$ cat config.mk
export PLATFORM = sky130hd
export DESIGN_NAME = bias_add_stream_flat
export DESIGN_NICKNAME = d
export VERILOG_FILES = /design/src/rtl/bias_add_stream_if.sv /design/src/rtl/bias_add_stream.sv /design/src/flat_wrapper.sv
export SDC_FILE = /design/constraint.sdc
export NUM_CORES = 2
export LEC_CHECK = 0
export BUFFER_PORTS_ARGS = -buffer_cell sky130_fd_sc_hd__buf_4
export CORE_MARGIN = 3
export CORE_UTILIZATION = 46
export CTS_CLUSTER_DIAMETER = 100
export DETAILED_ROUTE_END_ITERATION = 10
export PLACE_DENSITY = 0.6
export SLEW_MARGIN = 0
export SYNTH_ARGS = -nofsm -noshare
export SYNTH_HDL_FRONTEND = slang
export SYNTH_SLANG_ARGS = --single-unit
$ cat constraint.sdc
create_clock -name clk -period 71 [get_ports clk]
set_input_delay 14.2 -clock clk [delete_from_list [all_inputs] [get_ports clk]]
set_output_delay 14.2 -clock clk [all_outputs]
set_load 0.05 [all_outputs]
$ cat src/rtl/bias_add_stream_if.sv
// Streaming interface of bias_add_stream. It groups the bias-load port, the
// accumulator input stream, the biased output stream and the status flags.
//   slave  : the bias_add_stream block
//   master : the environment (bias loader, MAC accumulator, activation buffer)
// Signals:
//   bias_load_start, bias_in_valid, bias_in, bias_in_ready, bias_loaded
//   relu_en, acc_valid, acc_in, acc_ready
//   out_valid, out_data, out_last, out_ready, sat_flag
interface bias_add_stream_if #(
  parameter int ACC_W  = 32,
  parameter int BIAS_W = 32,
  parameter int OUT_W  = 16
);
  logic                     bias_load_start;
  logic                     bias_in_valid;
  logic signed [BIAS_W-1:0] bias_in;
  logic                     bias_in_ready;
  logic                     bias_loaded;
  logic                     relu_en;
  logic                     acc_valid;
  logic signed [ACC_W-1:0]  acc_in;
  logic                     acc_ready;
  logic                     out_valid;
  logic signed [OUT_W-1:0]  out_data;
  logic                     out_last;
  logic                     out_ready;
  logic                     sat_flag;

  modport slave (
    input  bias_load_start, bias_in_valid, bias_in, relu_en,
           acc_valid, acc_in, out_ready,
    output bias_in_ready, bias_loaded, acc_ready,
           out_valid, out_data, out_last, sat_flag
  );

  modport master (
    output bias_load_start, bias_in_valid, bias_in, relu_en,
           acc_valid, acc_in, out_ready,
    input  bias_in_ready, bias_loaded, acc_ready,
           out_valid, out_data, out_last, sat_flag
  );
endinterface

$ cat src/rtl/bias_add_stream.sv
// bias_add_stream: per-channel bias add with optional ReLU and signed
// saturation, for a channel-serial accumulator stream. Biases are loaded at
// run time into an NUM_CH-entry register file; the block then serves any layer.
// Ports:
//   clk  - rising-edge clock
//   rst  - asynchronous active-high reset
//   bus  - bias_add_stream_if.slave (bias load, acc stream, output stream, flags)
//
// state  | meaning
// -------+----------------------------------------------------------
// S_IDLE | no biases held, streams idle
// S_LOAD | accepting bias words into entry[widx], widx = 0..NUM_CH-1
// S_RUN  | biases held; acc beats biased, activated and saturated
module bias_add_stream #(
  parameter int NUM_CH = 64,
  parameter int ACC_W  = 32,
  parameter int BIAS_W = 32,
  parameter int OUT_W  = 16
) (
  input  logic              clk,
  input  logic              rst,
  bias_add_stream_if.slave  bus
);

  localparam int CH_W = (NUM_CH > 1) ? $clog2(NUM_CH) : 1;
  localparam logic [CH_W-1:0] LAST_CH = CH_W'(NUM_CH - 1);

  // Output limits expressed at the ACC_W+1 sum width.
  localparam logic signed [ACC_W:0] SAT_MAX =
    {{(ACC_W-OUT_W+2){1'b0}}, {(OUT_W-1){1'b1}}};
  localparam logic signed [ACC_W:0] SAT_MIN =
    {{(ACC_W-OUT_W+2){1'b1}}, {(OUT_W-1){1'b0}}};

  typedef enum logic [1:0] {S_IDLE, S_LOAD, S_RUN} state_t;

  state_t                   r_state, w_state_nxt;
  logic signed [BIAS_W-1:0] r_bias [NUM_CH];
  logic [CH_W-1:0]          r_widx;
  logic [CH_W-1:0]          r_ch;
  logic                     r_bias_loaded;
  logic                     r_out_valid;
  logic signed [OUT_W-1:0]  r_out_data;
  logic                     r_out_last;
  logic                     r_sat_flag;

  logic                     w_bias_wr;
  logic                     w_bias_last;
  logic                     w_acc_ready;
  logic                     w_acc_take;
  logic signed [ACC_W:0]    w_acc_ext;
  logic signed [ACC_W:0]    w_bias_ext;
  logic signed [ACC_W:0]    w_sum;
  logic signed [ACC_W:0]    w_act;
  logic signed [ACC_W:0]    w_res;
  logic                     w_sat;

  // A load start wins over everything in its cycle, so neither a bias word
  // nor an acc beat is taken while it is asserted.
  assign w_bias_wr   = (r_state == S_LOAD) && bus.bias_in_valid && !bus.bias_load_start;
  assign w_bias_last = w_bias_wr && (r_widx == LAST_CH);
  assign w_acc_ready = (r_state == S_RUN) && !bus.bias_load_start &&
                       (!r_out_valid || bus.out_ready);
  assign w_acc_take  = bus.acc_valid && w_acc_ready;

  always_ff @(posedge clk or posedge rst) begin
    if (rst) r_state <= S_IDLE;
    else     r_state <= w_state_nxt;
  end

  always_comb begin
    w_state_nxt = r_state;
    if (bus.bias_load_start) begin
      w_state_nxt = S_LOAD;
    end else begin
      case (r_state)
        S_LOAD:  if (w_bias_last) w_state_nxt = S_RUN;
        default: w_state_nxt = r_state;
      endcase
    end
  end

  // Datapath: sum at ACC_W+1 bits cannot overflow, then ReLU, then clamp.
  always_comb begin
    w_acc_ext  = {bus.acc_in[ACC_W-1], bus.acc_in};
    w_bias_ext = {{(ACC_W+1-BIAS_W){r_bias[r_ch][BIAS_W-1]}}, r_bias[r_ch]};
    w_sum      = w_acc_ext + w_bias_ext;
    w_act      = (bus.relu_en && (w_sum < 0)) ? '0 : w_sum;
    w_sat      = 1'b0;
    w_res      = w_act;
    if (w_act > SAT_MAX) begin
      w_res = SAT_MAX;
      w_sat = 1'b1;
    end else if (w_act < SAT_MIN) begin
      w_res = SAT_MIN;
      w_sat = 1'b1;
    end
  end

  always_ff @(posedge clk or posedge rst) begin
    if (rst) begin
      for (int i = 0; i < NUM_CH; i++) r_bias[i] <= '0;
      r_widx        <= '0;
      r_ch          <= '0;
      r_bias_loaded <= 1'b0;
      r_out_valid   <= 1'b0;
      r_out_data    <= '0;
      r_out_last    <= 1'b0;
      r_sat_flag    <= 1'b0;
    end else if (bus.bias_load_start) begin
      r_widx        <= '0;
      r_ch          <= '0;
      r_bias_loaded <= 1'b0;
      r_out_valid   <= 1'b0;
      r_sat_flag    <= 1'b0;
    end else begin
      if (w_bias_wr) begin
        r_bias[r_widx] <= bus.bias_in;
        r_widx         <= w_bias_last ? '0 : r_widx + CH_W'(1);
      end
      if (w_bias_last) r_bias_loaded <= 1'b1;

      if (w_acc_take) begin
        r_out_data  <= OUT_W'(w_res);
        r_out_last  <= (r_ch == LAST_CH);
        r_out_valid <= 1'b1;
        r_sat_flag  <= r_sat_flag | w_sat;
        r_ch        <= (r_ch == LAST_CH) ? '0 : r_ch + CH_W'(1);
      end else if (bus.out_ready) begin
        r_out_valid <= 1'b0;
      end
    end
  end

  assign bus.bias_in_ready = (r_state == S_LOAD);
  assign bus.bias_loaded   = r_bias_loaded;
  assign bus.acc_ready     = w_acc_ready;
  assign bus.out_valid     = r_out_valid;
  assign bus.out_data      = r_out_data;
  assign bus.out_last      = r_out_last;
  assign bus.sat_flag      = r_sat_flag;

endmodule

$ cat src/flat_wrapper.sv
// flat-port wrapper written by rule: the top's interface ports become plain ports
module bias_add_stream_flat 
#(
  parameter int NUM_CH = 64,
  parameter int ACC_W  = 32,
  parameter int BIAS_W = 32,
  parameter int OUT_W  = 16
)
  (clk, rst, bus_bias_load_start, bus_bias_in_valid, bus_bias_in, bus_relu_en, bus_acc_valid, bus_acc_in, bus_out_ready, bus_bias_in_ready, bus_bias_loaded, bus_acc_ready, bus_out_valid, bus_out_data, bus_out_last, bus_sat_flag);
  bias_add_stream_if #(.ACC_W(ACC_W), .BIAS_W(BIAS_W), .OUT_W(OUT_W)) bus_i ();
  input  logic clk;
  input  logic rst;
  input wire logic [$bits(bus_i.bias_load_start)-1:0] bus_bias_load_start;
  input wire logic [$bits(bus_i.bias_in_valid)-1:0] bus_bias_in_valid;
  input wire logic [$bits(bus_i.bias_in)-1:0] bus_bias_in;
  input wire logic [$bits(bus_i.relu_en)-1:0] bus_relu_en;
  input wire logic [$bits(bus_i.acc_valid)-1:0] bus_acc_valid;
  input wire logic [$bits(bus_i.acc_in)-1:0] bus_acc_in;
  input wire logic [$bits(bus_i.out_ready)-1:0] bus_out_ready;
  output wire logic [$bits(bus_i.bias_in_ready)-1:0] bus_bias_in_ready;
  output wire logic [$bits(bus_i.bias_loaded)-1:0] bus_bias_loaded;
  output wire logic [$bits(bus_i.acc_ready)-1:0] bus_acc_ready;
  output wire logic [$bits(bus_i.out_valid)-1:0] bus_out_valid;
  output wire logic [$bits(bus_i.out_data)-1:0] bus_out_data;
  output wire logic [$bits(bus_i.out_last)-1:0] bus_out_last;
  output wire logic [$bits(bus_i.sat_flag)-1:0] bus_sat_flag;
  assign bus_i.bias_load_start = bus_bias_load_start;
  assign bus_i.bias_in_valid = bus_bias_in_valid;
  assign bus_i.bias_in = bus_bias_in;
  assign bus_i.relu_en = bus_relu_en;
  assign bus_i.acc_valid = bus_acc_valid;
  assign bus_i.acc_in = bus_acc_in;
  assign bus_i.out_ready = bus_out_ready;
  assign bus_bias_in_ready = bus_i.bias_in_ready;
  assign bus_bias_loaded = bus_i.bias_loaded;
  assign bus_acc_ready = bus_i.acc_ready;
  assign bus_out_valid = bus_i.out_valid;
  assign bus_out_data = bus_i.out_data;
  assign bus_out_last = bus_i.out_last;
  assign bus_sat_flag = bus_i.sat_flag;
  bias_add_stream #(.NUM_CH(NUM_CH), .ACC_W(ACC_W), .BIAS_W(BIAS_W), .OUT_W(OUT_W)) u_core (.clk(clk), .rst(rst), .bus(bus_i));
endmodule
==> flow_summary_export.csv <==
group,metric,value,unit
global_routing,grt_overflow_total,0,
critical_path,crit_family,"simple AND/OR/NAND/NOR gates",
critical_path,arrival,15.25,ns
synth,synth-seq-cells,2082,
timing,rsz0062_at_grt,"false",
synth,ys_types,72,
die,ios,93,
critical_path,crit_end,"bus_acc_ready",
clocking,cts_buffers,217,
clocking,htree_levels,4,
synth,syn_nets,6451,
detailed_routing,routed_wl,258000,µm
power,power_density,23.6,mW/mm²
synth,yosysTopAreaCell,"dfrtp_1",
power,ir_drop,0.0263,mV
critical_path,worstPathRequired,56.80,ns
critical_path,rr_endpoint,"u_core.bus.out_data[11]$_DFFE_PP0P_",
critical_path,r2r_cells,16,
synth,synth_area_leaders,"dfrtp_1 (54%), mux2_2 (25%), mux4_2 (12%)",
synth,netlist.area_leader.share,54.0,%
timing,fin_crit_sh,41.5,%
critical_path,crit_top_cell,"buf_4",
critical_path,crit_path_top_delay_cell,"nor3b_1",
detailed_routing,viasPerCell,6.04,
timing,slew_violations,0,
placement,place_congestion,0.901,
timing,slew_headroom,19.5,%
placement,port_buffers,92,
timing,setup_viol,0,
critical_path,cpPeakStageDelay,0.40,ns
global_routing,grt_pass1_wl,388000,µm
global_routing,grt_util_met3,3.21,%
timing,worstMarginPinSlew,1.20,ns
global_routing,met2_usage,37.9,%
final_layout,drive_gt1_share,51.9,%
synth,synthCells,6345,
global_routing,grt_max_degree,185,
clocking,path_clk_slew,0.06,ns
synth,async_reset_ff_share,100,%
timing,layout_min_cycle_time,29.45,ns
critical_path,r2r_slack,61.95,ns
clocking,cts_tree,"yes",
critical_path,crit_chain,"buf_4 > nand2b_1 > nor3b_1 > buf_4",
clocking,cts_resized,0,
global_routing,gr-usage-all-layers,24.0,%
critical_path,cp_max_fo,19,
die,start_util,46.4,%
critical_path,r2r-start,"u_core.r_ch[1]$_DFFE_PP0P_",
detailed_routing,drtPass1Iterations,6,
synth,yosysSeqAreaShare,54.0,%
synth,ys_warn_count,0,
power,p_leak,49.8,nW
timing,fin_ws,41.55,ns
final_layout,finalInstanceArea,0.107,mm²
final_layout,layout_common_cells,"mux2_2 (2106), dfrtp_1 (2076), mux4_2 (498)",
detailed_routing,postRouteAntennaNets,0,
placement,place_area,0.0996,mm²
clocking,postCtsHoldBufs,0,
detailed_routing,drc,0,
global_routing,grt.busiest_layer,"met2",
die,fp.dieArea,0.215,mm²
critical_path,start_kind,"input pin",
final_layout,layout_commonest_cell,"mux2_2",
final_layout,area_growth,10.8,%
min_path,hp-class,"register to register",
final_layout,final_nets,6266,
clocking,cts_sinks,2082,
synth,synth_enable_flop_cells,0,
synth,netlist_area,0.0964,mm²
global_routing,use_met1,34.8,%
detailed_routing,wl_per_cell,28.2,µm
timing,hold_violations,0,
detailed_routing,first_iter_violations,3674,
outcome,status,"finished, final reports clean",
clocking,clock_latency,0.86,ns
placement,pre_cts_ws,41.53,ns
timing,fin_tns_setup,0,ns
timing,finClkSkew,0.0379,ns
critical_path,cp-end-kind,"primary output",
clocking,cts_buffer_depth,3,
die,chipWidth,464,µm
synth,synth-main-ff-cell,"dfrtp_1",
critical_path,cp_num_cells,4,
detailed_routing,detailroute.via_count,55200,
clocking,post-cts-setup-buffer-count,0,
critical_path,critPathLaunch,"bus_bias_load_start",
global_routing,grt_antenna_before_repair,15,
die,core.rowCount,167,
global_routing,first_global_vias,57900,
job,maxCapViolCount,0,
critical_path,critPathKind,"input pin to primary output",
timing,fmax,34.0,MHz
die,die_h,464,µm
synth,avgSynthCellArea,15.2,µm²
placement,hpwlAfterDp,146000,µm
clocking,cts-root-buf,"clkbuf_16",
die,coreArea,0.208,mm²
critical_path,crit_buf_inv,2,
Yosys cell counts, types with 13 or more instances:
cell and number:
ha_1 34, o221ai_1 59, xnor2_1 16, clkbuf_1 414, mux2_2 2106, o21ai_0 80, inv_1 17, buf_1 179
nor3_1 16, o22ai_1 58, nor2_1 76, a21oi_1 151, mux2i_1 176, xor2_1 13, nand3_1 14, mux4_2 498
buf_2 26, dfrtp_1 2082, nand2_1 169
how the worst min path moves through the flow:
stage                                                from                              end  slack [ns]  cells past startpoint
after floorplan             u_core.r_state[0]$_DFFE_PP0P_    u_core.r_state[0]$_DFFE_PP0P_        0.47                      1
after detailed placement  u_core.r_bias[1280]$_DFFE_PP0P_  u_core.r_bias[1280]$_DFFE_PP0P_        0.49                      1
after global routing       u_core.r_bias[259]$_DFFE_PP0P_   u_core.r_bias[259]$_DFFE_PP0P_        0.51                      1
after CTS                 u_core.r_bias[1303]$_DFFE_PP0P_  u_core.r_bias[1303]$_DFFE_PP0P_        0.50                      1
final                     u_core.r_bias[1695]$_DFFE_PP0P_  u_core.r_bias[1695]$_DFFE_PP0P_        0.50                      1
after global placement    u_core.bus.out_last$_DFFE_PP0P_  u_core.bus.out_last$_DFFE_PP0P_        0.47                      2
power by group:
| part | switching (mW) | total, mW | internal, mW |
|---|---|---|---|
| Sequential | 0.00939 | 1.22 | 1.21 |
| Clock | 0.482 | 1.14 | 0.654 |
| Combinational | 0.111 | 0.167 | 0.0565 |
| Total | 0.602 | 2.52 | 1.92 |
sequential cells by signal, indices dropped and copies added (netlist names):
register                count
u_core.bus.bias_loaded      1
u_core.bus.out_data        16
u_core.bus.out_last         1
u_core.bus.out_valid        1
u_core.bus.sat_flag         1
u_core.r_bias            2048
u_core.r_ch                 6
u_core.r_state              2
u_core.r_widx               6
logic make-up after synthesis:
kind of cell / after synthesis / synth area share [%]
muxes: 2780 / 38.1
DFF: 2082 / 54.0
buffers and inverters: 640 / 2.56
AOI/OAI and AO/OA: 431 / 2.96
and+or+nand+nor: 348 / 1.65
adders and majority gates: 35 / 0.462
xor gates and xnor gates: 29 / 0.263
cell type report:
cell class / count / area, µm²
inverter: 17 / 67.6
sequential: 2082 / 52100
fill: 17500 / 101000
multi-input combinational: 3623 / 42200
antenna: 9 / 22.5
clock inverter: 76 / 757
timing repair buffer: 219 / 1730
tap: 2788 / 3490
clock buffer: 323 / 6390
per-layer routing:
metal  vias up  wire, µm
met5         -         0
met4         0      7460
met3       323     10400
met2      1063    121000
met1     30500    119000
li1      23300         -
per-stage QoR:
step	hold slack (ns)	cells	util [%]	total power, mW
6_report	0.497	9137	51.4	2.52
5_1_grt	0.508	9129	51.4	2.61
4_1_cts	0.501	9128	51.4	2.55
3_5_place_dp	0.487	8729	48.0	1.40
3_3_place_gp	0.474	8729	48.0	1.40
2_1_floorplan	0.466	6345	-	1.36
worst reg2reg max path: cells and delay by family (launching register included):
| kind | cells | cell delay, ns |
|---|---|---|
| DFF | 1 | 0.58 |
| xor gates and xnor gates | 1 | 0.16 |
| AOI/OAI and AO/OA | 3 | 1.16 |
| adders and majority gates | 1 | 0.52 |
| and+or+nand+nor | 4 | 2.01 |
| buffers and inverters | 4 | 2.68 |
| muxes | 3 | 1.74 |
Power figures use the tool's default switching activity.
